File: config.mk
export PLATFORM = sky130hd
export DESIGN_NAME = serial_pattern_gen
export DESIGN_NICKNAME = d
export VERILOG_FILES = /design/src/rtl/serial_pattern_gen_pkg.sv /design/src/rtl/pattern_shreg.sv /design/src/rtl/serial_pattern_gen.sv
export SDC_FILE = /design/constraint.sdc
export NUM_CORES = 1
export LEC_CHECK = 0
export CAP_MARGIN = 20
export CORE_MARGIN = 2
export CORE_UTILIZATION = 40
export DETAILED_ROUTE_END_ITERATION = 12
export GPL_TIMING_DRIVEN = 0
export SETUP_SLACK_MARGIN = 0.15
export SLEW_MARGIN = 25
export SYNTH_ARGS = -nofsm -noshare
export SYNTH_HDL_FRONTEND = slang
export SYNTH_HIERARCHICAL = 1
export SYNTH_SLANG_ARGS = --single-unit
File: constraint.sdc
create_clock -name Clk -period 3.1 [get_ports Clk]
set_input_delay 0.31 -clock Clk [delete_from_list [all_inputs] [get_ports Clk]]
set_output_delay 0.31 -clock Clk [all_outputs]
set_load 0.02 [all_outputs]
File: src/rtl/serial_pattern_gen_pkg.sv
// Shared types and helpers for the serial pattern generator: FSM state,
// reset constants and the effective-length rule.
package serial_pattern_gen_pkg;

  typedef enum logic [1:0] {
    ST_IDLE,
    ST_SEND,
    ST_GAP
  } state_t;

  localparam logic RST_PAT_BIT = 1'b0;
  localparam int   RST_IDX     = 0;

  // A zero or oversize length request means "send the whole pattern".
  function automatic int eff_len(input int len, input int width);
    return (len == 0 || len > width) ? width : len;
  endfunction

endpackage

File: src/rtl/pattern_shreg.sv
// Captured pattern register with a down-counting bit index and a bit-select
// port used by the top-level FSM to register the next serial bit.
module pattern_shreg
  import serial_pattern_gen_pkg::*;
#(
  parameter int WIDTH = 12,
  parameter int CNT_W = 4
) (
  input  logic             clk,
  input  logic             rst,
  input  logic             cap,
  input  logic [WIDTH-1:0] cap_pat,
  input  logic             set,
  input  logic             dec,
  input  logic [CNT_W-1:0] sel_idx,
  output logic [CNT_W-1:0] idx,
  output logic             sel_bit
);

  logic [WIDTH-1:0] pat_q;

  always_ff @(posedge clk or posedge rst) begin
    if (rst) begin
      pat_q <= {WIDTH{RST_PAT_BIT}};
      idx   <= CNT_W'(RST_IDX);
    end else begin
      if (cap) pat_q <= cap_pat;
      if (set)      idx <= sel_idx;
      else if (dec) idx <= idx - CNT_W'(1);
    end
  end

  // On capture the select looks through to the incoming pattern so the first
  // bit can be registered on the same edge that captures it.
  always_comb begin
    sel_bit = 1'b0;
    for (int i = 0; i < WIDTH; i++)
      if (CNT_W'(i) == sel_idx) sel_bit = cap ? cap_pat[i] : pat_q[i];
  end

endmodule

File: src/rtl/serial_pattern_gen.sv
// Serial bit-pattern transmitter, MSB-first, all outputs registered.
// Optional repeat-with-gap mode enabled by SERIAL_PATTERN_GEN_LOOP_EN.
module serial_pattern_gen
  import serial_pattern_gen_pkg::*;
#(
  parameter int WIDTH = 12,
  parameter int CNT_W = 4,
  parameter int GAP   = 2
) (
  input  logic             Clk,
  input  logic             Reset,
  input  logic             Start,
  input  logic [WIDTH-1:0] Pattern,
  input  logic [CNT_W-1:0] Len,
  input  logic             Abort,
`ifdef SERIAL_PATTERN_GEN_LOOP_EN
  input  logic             Loop,
`endif
  output logic             Out,
  output logic             Valid,
  output logic             Busy,
  output logic             Done
);

  state_t           state_q, state_d;
  logic             out_q, out_d, vld_q, vld_d, busy_q, busy_d, done_q, done_d;
  logic [CNT_W-1:0] len_q, len_d, len_eff, idx, sel_idx;
  logic             cap, set, dec, sel_bit;

`ifdef SERIAL_PATTERN_GEN_LOOP_EN
  localparam int             GW     = (GAP > 1) ? $clog2(GAP) : 1;
  localparam logic [GW-1:0]  GAP_LD = GW'((GAP > 0) ? GAP - 1 : 0);
  logic [GW-1:0] gcnt_q, gcnt_d;
`else
  // GAP only shapes the loop mode; kept referenced in single-shot builds.
  if (GAP < 0) begin : g_gap_unused
  end
`endif

  assign len_eff = CNT_W'(eff_len(int'(Len), WIDTH));

  pattern_shreg #(.WIDTH(WIDTH), .CNT_W(CNT_W)) u_shreg (
    .clk     (Clk),
    .rst     (Reset),
    .cap     (cap),
    .cap_pat (Pattern),
    .set     (set),
    .dec     (dec),
    .sel_idx (sel_idx),
    .idx     (idx),
    .sel_bit (sel_bit)
  );

  // Index of the bit to be presented after the coming edge: the first bit of
  // a fresh frame, the next lower bit, or the first bit of a repeat.
  always_comb begin
    cap = (state_q == ST_IDLE) && Start;
    if (state_q == ST_IDLE)
      sel_idx = len_eff - CNT_W'(1);
    else if (state_q == ST_SEND && idx != '0)
      sel_idx = idx - CNT_W'(1);
    else
      sel_idx = len_q - CNT_W'(1);
  end

  always_ff @(posedge Clk or posedge Reset) begin
    if (Reset) begin
      state_q <= ST_IDLE;
      out_q   <= 1'b0;
      vld_q   <= 1'b0;
      busy_q  <= 1'b0;
      done_q  <= 1'b0;
      len_q   <= '0;
`ifdef SERIAL_PATTERN_GEN_LOOP_EN
      gcnt_q  <= '0;
`endif
    end else begin
      state_q <= state_d;
      out_q   <= out_d;
      vld_q   <= vld_d;
      busy_q  <= busy_d;
      done_q  <= done_d;
      len_q   <= len_d;
`ifdef SERIAL_PATTERN_GEN_LOOP_EN
      gcnt_q  <= gcnt_d;
`endif
    end
  end

  always_comb begin
    state_d = state_q;
    out_d   = 1'b0;
    vld_d   = 1'b0;
    busy_d  = 1'b0;
    done_d  = 1'b0;
    len_d   = len_q;
    set     = 1'b0;
    dec     = 1'b0;
`ifdef SERIAL_PATTERN_GEN_LOOP_EN
    gcnt_d  = gcnt_q;
`endif
    unique case (state_q)
      ST_IDLE: begin
        if (Start) begin
          len_d   = len_eff;
          set     = 1'b1;
          out_d   = sel_bit;
          vld_d   = 1'b1;
          busy_d  = 1'b1;
          state_d = ST_SEND;
        end
      end
      ST_SEND: begin
        if (Abort) begin
          state_d = ST_IDLE;
        end else if (idx != '0) begin
          dec    = 1'b1;
          out_d  = sel_bit;
          vld_d  = 1'b1;
          busy_d = 1'b1;
        end else begin
          done_d  = 1'b1;
          state_d = ST_IDLE;
`ifdef SERIAL_PATTERN_GEN_LOOP_EN
          if (Loop) begin
            busy_d = 1'b1;
            if (GAP == 0) begin
              set     = 1'b1;
              out_d   = sel_bit;
              vld_d   = 1'b1;
              state_d = ST_SEND;
            end else begin
              gcnt_d  = GAP_LD;
              state_d = ST_GAP;
            end
          end
`endif
        end
      end
`ifdef SERIAL_PATTERN_GEN_LOOP_EN
      ST_GAP: begin
        if (Abort) begin
          state_d = ST_IDLE;
        end else if (gcnt_q == '0) begin
          set     = 1'b1;
          out_d   = sel_bit;
          vld_d   = 1'b1;
          busy_d  = 1'b1;
          state_d = ST_SEND;
        end else begin
          gcnt_d = gcnt_q - GW'(1);
          busy_d = 1'b1;
        end
      end
`endif
      default: state_d = ST_IDLE;
    endcase
  end

  assign Out   = out_q;
  assign Valid = vld_q;
  assign Busy  = busy_q;
  assign Done  = done_q;

endmodule

Word-level counts from Yosys, hierarchy flattened
Index checks and enable logic that the tools add are counted.
{"block": "word_totals", "regBits": 25, "inputBits": 20}
{"block": "classes", "add_sub_neg": 3, "n_lt_le_gt_ge": 1, "eq_ne": 14, "muxes": 46, "reduce_logical": 10}
{"operator": "1-bit 2-to-1 mux", "n": 35}
{"operator": "4-bit 2-to-1 mux", "n": 5}
{"operator": "3-bit by 4-bit equality test with 1-bit output (first input constant)", "n": 4}
{"operator": "4-bit equality test (first input constant)", "n": 4}
{"operator": "4-bit by 1-bit subtractor with 4-bit output (second input constant)", "n": 3}
{"operator": "2-bit by 4-bit equality test with 1-bit output (first input constant)", "n": 2}
{"operator": "4-bit logical NOT", "n": 2}
{"operator": "2-bit 2-to-1 mux", "n": 3}
{"operator": "1-bit by 4-bit equality test with 1-bit output (first input constant)", "n": 1}
{"operator": "4-bit greater-than comparator (second input constant)", "n": 1}
{"operator": "1-bit one-hot mux with 2 select lines", "n": 2}
{"operator": "2-bit one-hot mux with 2 select lines", "n": 1}
{"operator": "2-bit AND reduction", "n": 2}
{"operator": "4-bit nonzero test", "n": 1}
{"operator": "3-bit != test (second input constant)", "n": 1}
{"operator": "2-bit by 1-bit equality test with 1-bit output (second input constant)", "n": 1}
{"operator": "1-bit logical AND", "n": 2}
{"operator": "2-bit logical NOT", "n": 1}
{"operator": "2-bit != test (second input constant)", "n": 1}
{"operator": "2-bit nonzero test", "n": 1}
{"operator": "1-bit logical OR", "n": 1}

Logic depth before layout (Yosys ltp)
{"block": "logic_depth", "ltp_word": 21, "mapped_depth": 9, "depth_no_buf": 9}

By module
The synthesis kept the hierarchy.
{"mod": "pattern_shreg", "instances": 1, "cells_each": 62, "area_each_um2": 793.3, "seq_area_each_um2": 400.4}
{"mod": "serial_pattern_gen", "instances": 1, "cells_each": 49, "area_each_um2": 483.0, "seq_area_each_um2": 200.2}

Worst setup path before layout
No wires, ideal clock.
{"block": "synth_path", "kind": "reg2reg", "from": "register u_shreg.idx[0]", "to": "register out_q, in the netlist Out", "arrival_time_ns": 2.275, "setup_slack_ns": 0.709, "path_stages_with_launch": 10, "path_cell_list": "dfrtp_1 nand2b_1 o22ai_1 ha_1 inv_1 mux4_1 a22oi_1 o211ai_1 a32o_1 and2_4"}
{"block": "synth_via", "elab_chain_len": 20}
{"item": "start, declared", "line_no": "pattern_shreg.sv:16", "rtl": "output logic [CNT_W-1:0] idx,"}
{"item": "start signal, assigned", "line_no": "pattern_shreg.sv:25", "rtl": "idx <= CNT_W'(RST_IDX);"}
{"item": "start signal, assigned", "line_no": "pattern_shreg.sv:28", "rtl": "if (set) idx <= sel_idx;"}
{"item": "start signal, assigned", "line_no": "pattern_shreg.sv:29", "rtl": "else if (dec) idx <= idx - CNT_W'(1);"}
{"item": "parallel branches: the longest is 2 deep, another holds 4-bit by 1-bit subtractor with 4-bit output"}
{"item": "4-bit 2-to-1 mux (*)", "line_no": "serial_pattern_gen.sv:60", "rtl": "else if (state_q == ST_SEND && idx != '0)"}
{"item": "4-bit 2-to-1 mux (*)", "line_no": "serial_pattern_gen.sv:58", "rtl": "if (state_q == ST_IDLE)"}
{"item": "named net sel_idx[0]", "line_no": "serial_pattern_gen.sv:27", "rtl": "logic [CNT_W-1:0] len_q, len_d, len_eff, idx, sel_idx;"}
{"item": "4-bit logical NOT", "line_no": "pattern_shreg.sv:38", "rtl": "if (CNT_W'(i) == sel_idx) sel_bit = cap ? cap_pat[i] : pat_q[i];"}
{"item": "1-bit 2-to-1 mux (11 in a row)", "line_no": "pattern_shreg.sv:38"}
{"item": "1-bit 2-to-1 mux (*)", "line_no": "pattern_shreg.sv:38"}
{"item": "named net sel_bit", "line_no": "serial_pattern_gen.sv:28", "rtl": "logic cap, set, dec, sel_bit;"}
{"item": "1-bit 2-to-1 mux", "line_no": "serial_pattern_gen.sv:116", "rtl": "end else if (idx != '0) begin"}
{"item": "1-bit 2-to-1 mux", "line_no": "serial_pattern_gen.sv:114", "rtl": "if (Abort) begin"}
{"item": "1-bit one-hot mux with 2 select lines (*)", "line_no": "serial_pattern_gen.sv:102", "rtl": "unique case (state_q)"}
{"item": "named net out_d", "line_no": "serial_pattern_gen.sv:26", "rtl": "logic out_q, out_d, vld_q, vld_d, busy_q, busy_d, done_q, done_d;"}
{"item": "end signal, assigned", "line_no": "serial_pattern_gen.sv:79", "rtl": "out_q <= out_d;"}
{"item": "end, declared", "line_no": "serial_pattern_gen.sv:26"}
Mark *: on every way through the listed nets, which the timed path passes.
A chain may end at the register's enable or synchronous reset.

Worst setup path after layout
{"block": "layout_path", "from": "register u_shreg.idx[1]", "to": "register out_q, in the netlist Out"}
{"block": "layout_via", "elab_chain_len": 20}
{"item": "4-bit nonzero test (*)", "line_no": "serial_pattern_gen.sv:60"}
{"item": "1-bit logical AND (*)", "line_no": "serial_pattern_gen.sv:60"}
{"item": "4-bit 2-to-1 mux (*)", "line_no": "serial_pattern_gen.sv:60"}
{"item": "4-bit 2-to-1 mux (*)", "line_no": "serial_pattern_gen.sv:58"}
{"item": "named net sel_idx[0]", "line_no": "serial_pattern_gen.sv:27"}
{"item": "4-bit logical NOT", "line_no": "pattern_shreg.sv:38"}
{"item": "1-bit 2-to-1 mux (11 in a row)", "line_no": "pattern_shreg.sv:38"}
{"item": "1-bit 2-to-1 mux (*)", "line_no": "pattern_shreg.sv:38"}
{"item": "named net sel_bit", "line_no": "serial_pattern_gen.sv:28"}
{"item": "1-bit 2-to-1 mux", "line_no": "serial_pattern_gen.sv:116"}
{"item": "1-bit 2-to-1 mux", "line_no": "serial_pattern_gen.sv:114"}
{"item": "1-bit one-hot mux with 2 select lines (*)", "line_no": "serial_pattern_gen.sv:102"}
{"item": "named net out_d", "line_no": "serial_pattern_gen.sv:26"}
The timed path passes the listed nets; every way through them passes the cells marked *.

==> results list <==
- Final setup vio count: 0
* Async SR Flop Fraction: 100%
* Status: complete, no violations
- P_sw: around 0.00049 W
- Vias in the first global route: 925
* Post-synthesis net count: between 100 and 150
* Count of input and output buffers: 23
- In the global route stage, overall resource usage came out at 16.0%.
- Worst-path maximum fanout: 9
* Portion of the clock cycle consumed by the worst path in the final layout: 88.2%
* Primary flip-flop cell chosen by synthesis mapping: sky130_fd_sc_hd__dfrtp_1
- By startpoint and endpoint, the worst setup path is classified as flip-flop to flip-flop.
* Die Span X: 60.5 um
- For this design the static power due to leakage is roughly 0.67 nW.
* Number of cells on the worst reg-to-reg path: 9
- Clock tree synthesis found a total of 24 sinks.
* Startpoint of the worst register-to-register path: u_shreg/idx[1]
- Post-route worst hold slack: 0.242 ns
- Critical Path End Type: flip-flop
- Overall die height: around 60 um
* First-pass iteration count of the detailed router: 4
- Crit start category: flip-flop
- By area the synthesized netlist is led by sky130_fd_sc_hd__dfrtp_1, sky130_fd_sc_hd__mux2_2, sky130_fd_sc_hd__nor4b_1, sky130_fd_sc_hd__inv_1, sky130_fd_sc_hd__mux4_1.
- Clock power share: a little over an eighth
* Top achievable clock speed: 366 MHz
- Worst supply voltage drop on vdd: 0.356 mV
- Startpoint of the worst setup timing path: u_shreg/idx[1]
- Standard cell core area: 0.00305 mm^2
- The routed design has 2.54 mm of wire.
- Starting density of the core: 41.8%
- The die covers 0.00366 mm^2.
- The repair_antennas step left the layout with diodes totalling 0.
* Nets: ~160
* Post-synthesis sequential area ratio: 47.1%
- Clock tree synthesis inserted a total of 3 buffers.
- The post-route netlist has between 20% and 30% of its cells at a drive strength greater than 1.
- Entering global routing, the biggest net connects 17 pins.
* Initial DRC Count: 30
* Num rows: 20
- Required time reported for the critical path endpoint: approximately 3.3 ns
* DR WL/cell: 13.9 um
- Walking the worst path, the cells encountered are nor4b_1 -> o22ai_2 -> ha_1 -> inv_1 -> mux4_1 -> a22oi_1 -> o211ai_1 -> a32o_1 -> and2_4.
- TritonCTS built the clock tree.
- Counting tap cells, the placed design contains a total of between 150 and 200 instances.
- By instance count, the leading cell after synthesis is sky130_fd_sc_hd__dfrtp_1.
* Relative max-transition margin: 58.7%
- HPWL Detailed: 1.87 mm
* Register share of total power: between 30% and 40%
- Setup repair after global routing left no endpoint under its margin.
* Final worst slack: between 0.3 and 0.4 ns
- CTS built an H-tree with a depth of 1.
* Num ports: 24
- Tmin final: 2.73 ns
- The clock reaches the later pin of the worst-skew pair after 0.33 ns.
- Critical Path Max Stage Delay: 0.50 ns
- Number of distinct library cells after synthesis: 39
* Yosys warning total: 6
* Number of standard cells after synthesis: 111
- Congestion Overflow GR: 0
- Maximum capacitance violations: 0
* Post-Syn Area: 0.00128 mm^2
- The commonest cells after synthesis are sky130_fd_sc_hd__dfrtp_1, sky130_fd_sc_hd__mux2_2, sky130_fd_sc_hd__inv_1, sky130_fd_sc_hd__nand2_1.
- Synth top area share: a little under half
- DRC Markers: 0
- Layout Cells excl Fill: about 180
- After detailed routing, the number of vias per cell comes to 5.14.
- The total count of hold-check failures in the final report came to 0.
- The detail route stage leaves a number of antenna-violating nets equal to 0.
- Via count of the routed design: 936
- After clock tree synthesis, the clock-pin slew on the worst setup and hold paths is 0.14 ns.
- Number of setup buffers added after CTS: 0
- Routability Congestion: 0.771
- Pre-CTS setup slack: -0.134 ns
- Of the total power, the share spent switching nets is 37.2%.
- Across the routed clock network, the largest skew measured is ~0.01 ns.
- Root cell of the clock tree: sky130_fd_sc_hd__clkbuf_4
- Critical path data arrival time: 2.97 ns
- sky130_fd_sc_hd__dfrtp_1 takes more of the synthesized area than any other cell.
* Combinational share of power: 47.4%
* Synthesis-to-finish area growth: 26.3%
- Each instance of the synthesized netlist takes up on average 11.5 um^2.
- P per Cell Area: 822 mW/mm^2
* Number of flops mapped to enable cells by yosys: 0
- No sink is reached through more buffers than the 2 on the longest clock path.
- The slowest stage of the critical path is the sky130_fd_sc_hd__dfrtp_1 cell.
- Synthesis inferred 24 register bits.
- For the pin with the worst max-slew slack, the measured transition is 0.619 ns.
- Number of gates given a new drive strength after cts: 0
- The number of antenna violations at the first check in global routing is 0.
* First-pass GRT wire length: around 4.3 mm
* Worst min path class: primary input to asynchronous set/reset pin
- P_int: 0.000832 W
- The max-slew violation count is 0.
* Hold bufs inserted after CTS: 0
==> per-layer routing <==
layer  global-route usage, %  up-vias  part of all wire [%]
li1                        -      450                     -
met1                    21.2      466                    46
met2                    25.9       16                    49
met3                    2.35        4                   3.1
met4                    7.76        0                   1.4
met5                       0        -                     0
==> placed cells by master (no fill, tap or decap), types with 3 or more instances in the layout <==
cell,instances
sky130_fd_sc_hd__inv_1,7
sky130_fd_sc_hd__a21oi_1,3
sky130_fd_sc_hd__nand2b_1,3
sky130_fd_sc_hd__o21ai_0,5
sky130_fd_sc_hd__nor2_1,3
sky130_fd_sc_hd__nor4b_1,5
sky130_fd_sc_hd__mux2_2,12
sky130_fd_sc_hd__nor3_1,4
sky130_fd_sc_hd__clkbuf_4,3
sky130_fd_sc_hd__clkdlybuf4s50_1,23
sky130_fd_sc_hd__dfrtp_1,24
sky130_fd_sc_hd__nand2_1,7
==> area by class of cell <==
cell class	instances	area, um^2
sequential	24	601
clock buffer	4	36.3
inverter	9	33.8
multi-input combinational	76	637
fill	301	1440
timing repair buffer	23	230
buffer	2	18.8
tap	44	55.1
==> worst max-delay path, delay by kind of cell, from the launching register on <==
| family | cells | cell delay [ns] |
|---|---|---|
| buf+inv | 1 | 0.21 |
| flops | 1 | 0.50 |
| simple gates | 2 | 0.53 |
| fa+ha+maj | 1 | 0.34 |
| compound gates | 4 | 0.74 |
| mux | 1 | 0.33 |
==> final timing paths <==
check / endpoint / slack (ns)
worst min register to register: len_q[3] / 0.51
min in group Clk: len_q[3] / 0.51
worst min-delay path: Out / 0.24
worst max-delay path: Out / 0.37
worst max register to register: Out / 0.37
max in group asynchronous: u_shreg/idx[0] / 2.32
==> power by group through the flow <==
stage	clock network, W	logic [W]	registers (W)
3_5_place_dp	0	0.000613	0.000532
4_1_cts	0.000176	0.000619	0.000525
5_1_grt	0.000187	0.000704	0.000542
3_3_place_gp	0	0.000594	0.000520
6_report	0.000172	0.000628	0.000525
2_1_floorplan	0	0.000467	0.000506
==> stage by stage <==
stage	setup TNS, ns	cell area (um^2)	utilization (%)	power (W)
2_1_floorplan	0	1280	-	0.000973
5_1_grt	0	1610	52.8	0.00143
3_5_place_dp	-0.134	1560	51.1	0.00115
3_3_place_gp	-0.113	1560	51.1	0.00111
4_1_cts	0	1600	52.3	0.00132
6_report	0	1610	52.8	0.00132
==> registers in the layout, summed over array words and instances, names as in the netlist <==
signal / count
u_shreg/pat_q: 12
state_q: 1
u_shreg/idx: 4
Done: 1
Out: 1
Busy: 1
len_q: 4
==> logic make-up (layout without fill, tap and decap cells) <==
kind of cell	after synthesis	count (layout)	synth area share, %
multiplexers	18	18	18.1
XOR/XNOR	5	5	3.43
buffers and inverters	11	38	4.12
AO/OA/AOI/OAI	18	18	9.02
AND/OR/NAND/NOR	33	33	16.3
adder cells (fa/ha/maj)	2	2	1.96
flip-flops	24	24	47.1
(Power assumes the default switching activity.)
==> RTL change: new RTL, same flow settings <==
`WIDTH` is set to 12 in 2 places; all go to 8.
--- a/src/rtl/pattern_shreg.sv
+++ b/src/rtl/pattern_shreg.sv
@@ -3,7 +3,7 @@
 module pattern_shreg
   import serial_pattern_gen_pkg::*;
 #(
-  parameter int WIDTH = 12,
+  parameter int WIDTH = 8,
   parameter int CNT_W = 4
 ) (
   input  logic             clk,
--- a/src/rtl/serial_pattern_gen.sv
+++ b/src/rtl/serial_pattern_gen.sv
@@ -3,7 +3,7 @@
 module serial_pattern_gen
   import serial_pattern_gen_pkg::*;
 #(
-  parameter int WIDTH = 12,
+  parameter int WIDTH = 8,
   parameter int CNT_W = 4,
   parameter int GAP   = 2
 ) (
Ports: changed (resized Pattern); port bits go from 24 to 20. No check against the original RTL was run, so the function may have changed too.
==> RTL change against the unedited design <==
- critical path type unchanged
- sequential cell count decreased by 4
- largest cell class unchanged
- largest power group unchanged
- cell area shrank 12%
- wire length fell by 16%
- global-route usage decreased by 1.4 points
- synthesized area fell by 11%
- critical endpoint unchanged
- total power shrank 13%
- worst setup slack better by 300 ps
==> RTL change: results (changes against the unedited design) <==
| Metric | Value |
|---|---|
| Outcome | finished, final reports clean (unchanged) |
| Fmax | 0.411 GHz (was 0.366 GHz) |
| Wire length on met2 | 1.10 mm (was 1.25 mm) |
| Fraction of area in registers | 35.3% (was 37.3%) |
| Worst Hold Slack | 255 ps (was 242 ps) |
| Post-synthesis compound-gate area fraction | 6.83% (was 9.02%) |
| Initial DRC count | 22 (was 30) |
| Crit-path max cell delay | 560 ps (was 500 ps) |
| Filler instances | 260 (was 301) |
| Vias per cell | 5.25 (was 5.14) |
| Repair and plain buffers | 22 (was 25) |
| Post-synth cell types | 27 (was 39) |
| Crit path from | state_q[0] (was u_shreg/idx[1]) |
| R2r setup slk | 670 ps (was 370 ps) |
| Seq/Total Area, Yosys | 44.1% (was 47.1%) |
| Well Taps | 31 (was 44) |
| CLK BUF | 3 (was 4) |
| NumNets Final | 141 (was 161) |
| Setup Skew | 12.7 ps (was 10.2 ps) |
| Setup slack at placement | 402 ps (was -134 ps) |
| DPL Wire Length | 1.63 mm (was 1.87 mm) |
| Syn_nets | 117 (was 133) |
| Clock Latency Late Sink | 310 ps (was 330 ps) |
| Worst vdd ir | 0.000498 V (was 0.000356 V) |
| Multi-input comb cells | 69 (was 76) |
| Largest net degree at the start of global routing | 13 (was 17) |
| Global-route wire length before repair | 3.70 mm (was 4.28 mm) |
| CP arrival | 2660 ps (was 2970 ps) |
| Max-slew headroom | 57.7% (was 58.7%) |
| Worst-path maximum fanout | 12 (was 9) |
| Largest cells by area after synthesis | dfrtp_1, mux4_1, mux2_2 (was dfrtp_1, mux2_2, nor4b_1) |
| Worst Reg-to-Reg Cells | 8 (was 9) |
| PD cells | 815 nW/um^2 (was 822 nW/um^2) |
| Mux cell area share after synthesis | 19.9% (was 18.1%) |
| Non-Filler Instances | 153 (was 182) |
| Number of global-route vias before repair | 836 (was 925) |
| Largest registers | u_shreg/pat_q (8), len_q (4), u_shreg/idx (4) (was u_shreg/pat_q (12), len_q (4), u_shreg/idx (4)) |
| Metal-1 WL | 925 um (was 1.17 mm) |
| Leakage power | 0.603 nW (was 0.674 nW) |
| Total GRT Usage | 14.6% (was 16.0%) |
| Final clock-cell share | 3.71% (was 2.25%) |
| Non-CTS inverters | 7 (was 9) |
| Cells after Synth | 99 (was 111) |
| Resized Gates After CTS | 0 (unchanged) |
| Max reg flops | 8 (was 12) |
| Delay-heaviest family, CP | buffers and inverters (was compound AO/OA/AOI/OAI gates) |
| Input/output buffers | 19 (was 23) |
| Placed cell areas | 1370 sq um (was 1560 sq um) |
| Post-synth top cells | dfrtp_1, mux2_2, nand2_1 (was dfrtp_1, mux2_2, inv_1, nand2_1) |
| Metal3 WL | 86 um (was 79 um) |
| Final wirelength | 2.14 mm (was 2.54 mm) |
| FF+latch count, synth | 20 (was 24) |
| Synth Area in Adders | 2.20% (was 1.96%) |
| Multi-input gate area | 587 sq um (was 637 sq um) |
| Buffer share of cell area | 15.0% (was 15.5%) |
| Synth Area in XOR/XNOR | 3.85% (was 3.43%) |
| CP max stage cell | mux4_1 (was dfrtp_1) |
## RTL change: cell count changes after synthesis, sizes merged, moves of 2 or more
cell / before / now
a21boi: 2 / 0
nor3: 4 / 2
dfrtp: 24 / 20
inv: 9 / 7
o21ai: 6 / 8
nand2: 7 / 9
o2bb2ai: 0 / 3
mux2: 15 / 9
mux4: 2 / 4
nand2b: 4 / 8
nor2b: 3 / 1
a21oi: 3 / 1
## RTL change: routing by layer
| metal | vias to the layer above | global-route usage [%] |
|---|---|---|
| met3 | 2 | 2.04 |
| met2 | 18 | 27.4 |
| met5 | - | 0 |
| li1 | 400 | - |
| met4 | 0 | 3.99 |
| met1 | 384 | 17.4 |
## RTL change: power breakdown
part	internal, W	total [W]	switching (W)	leakage (nW)
Clock	0.000131	0.000219	0.0000884	0.0279
Sequential	0.000350	0.000444	0.0000935	0.244
Combinational	0.000279	0.000492	0.000213	0.332
Total	0.000760	0.00115	0.000395	0.603
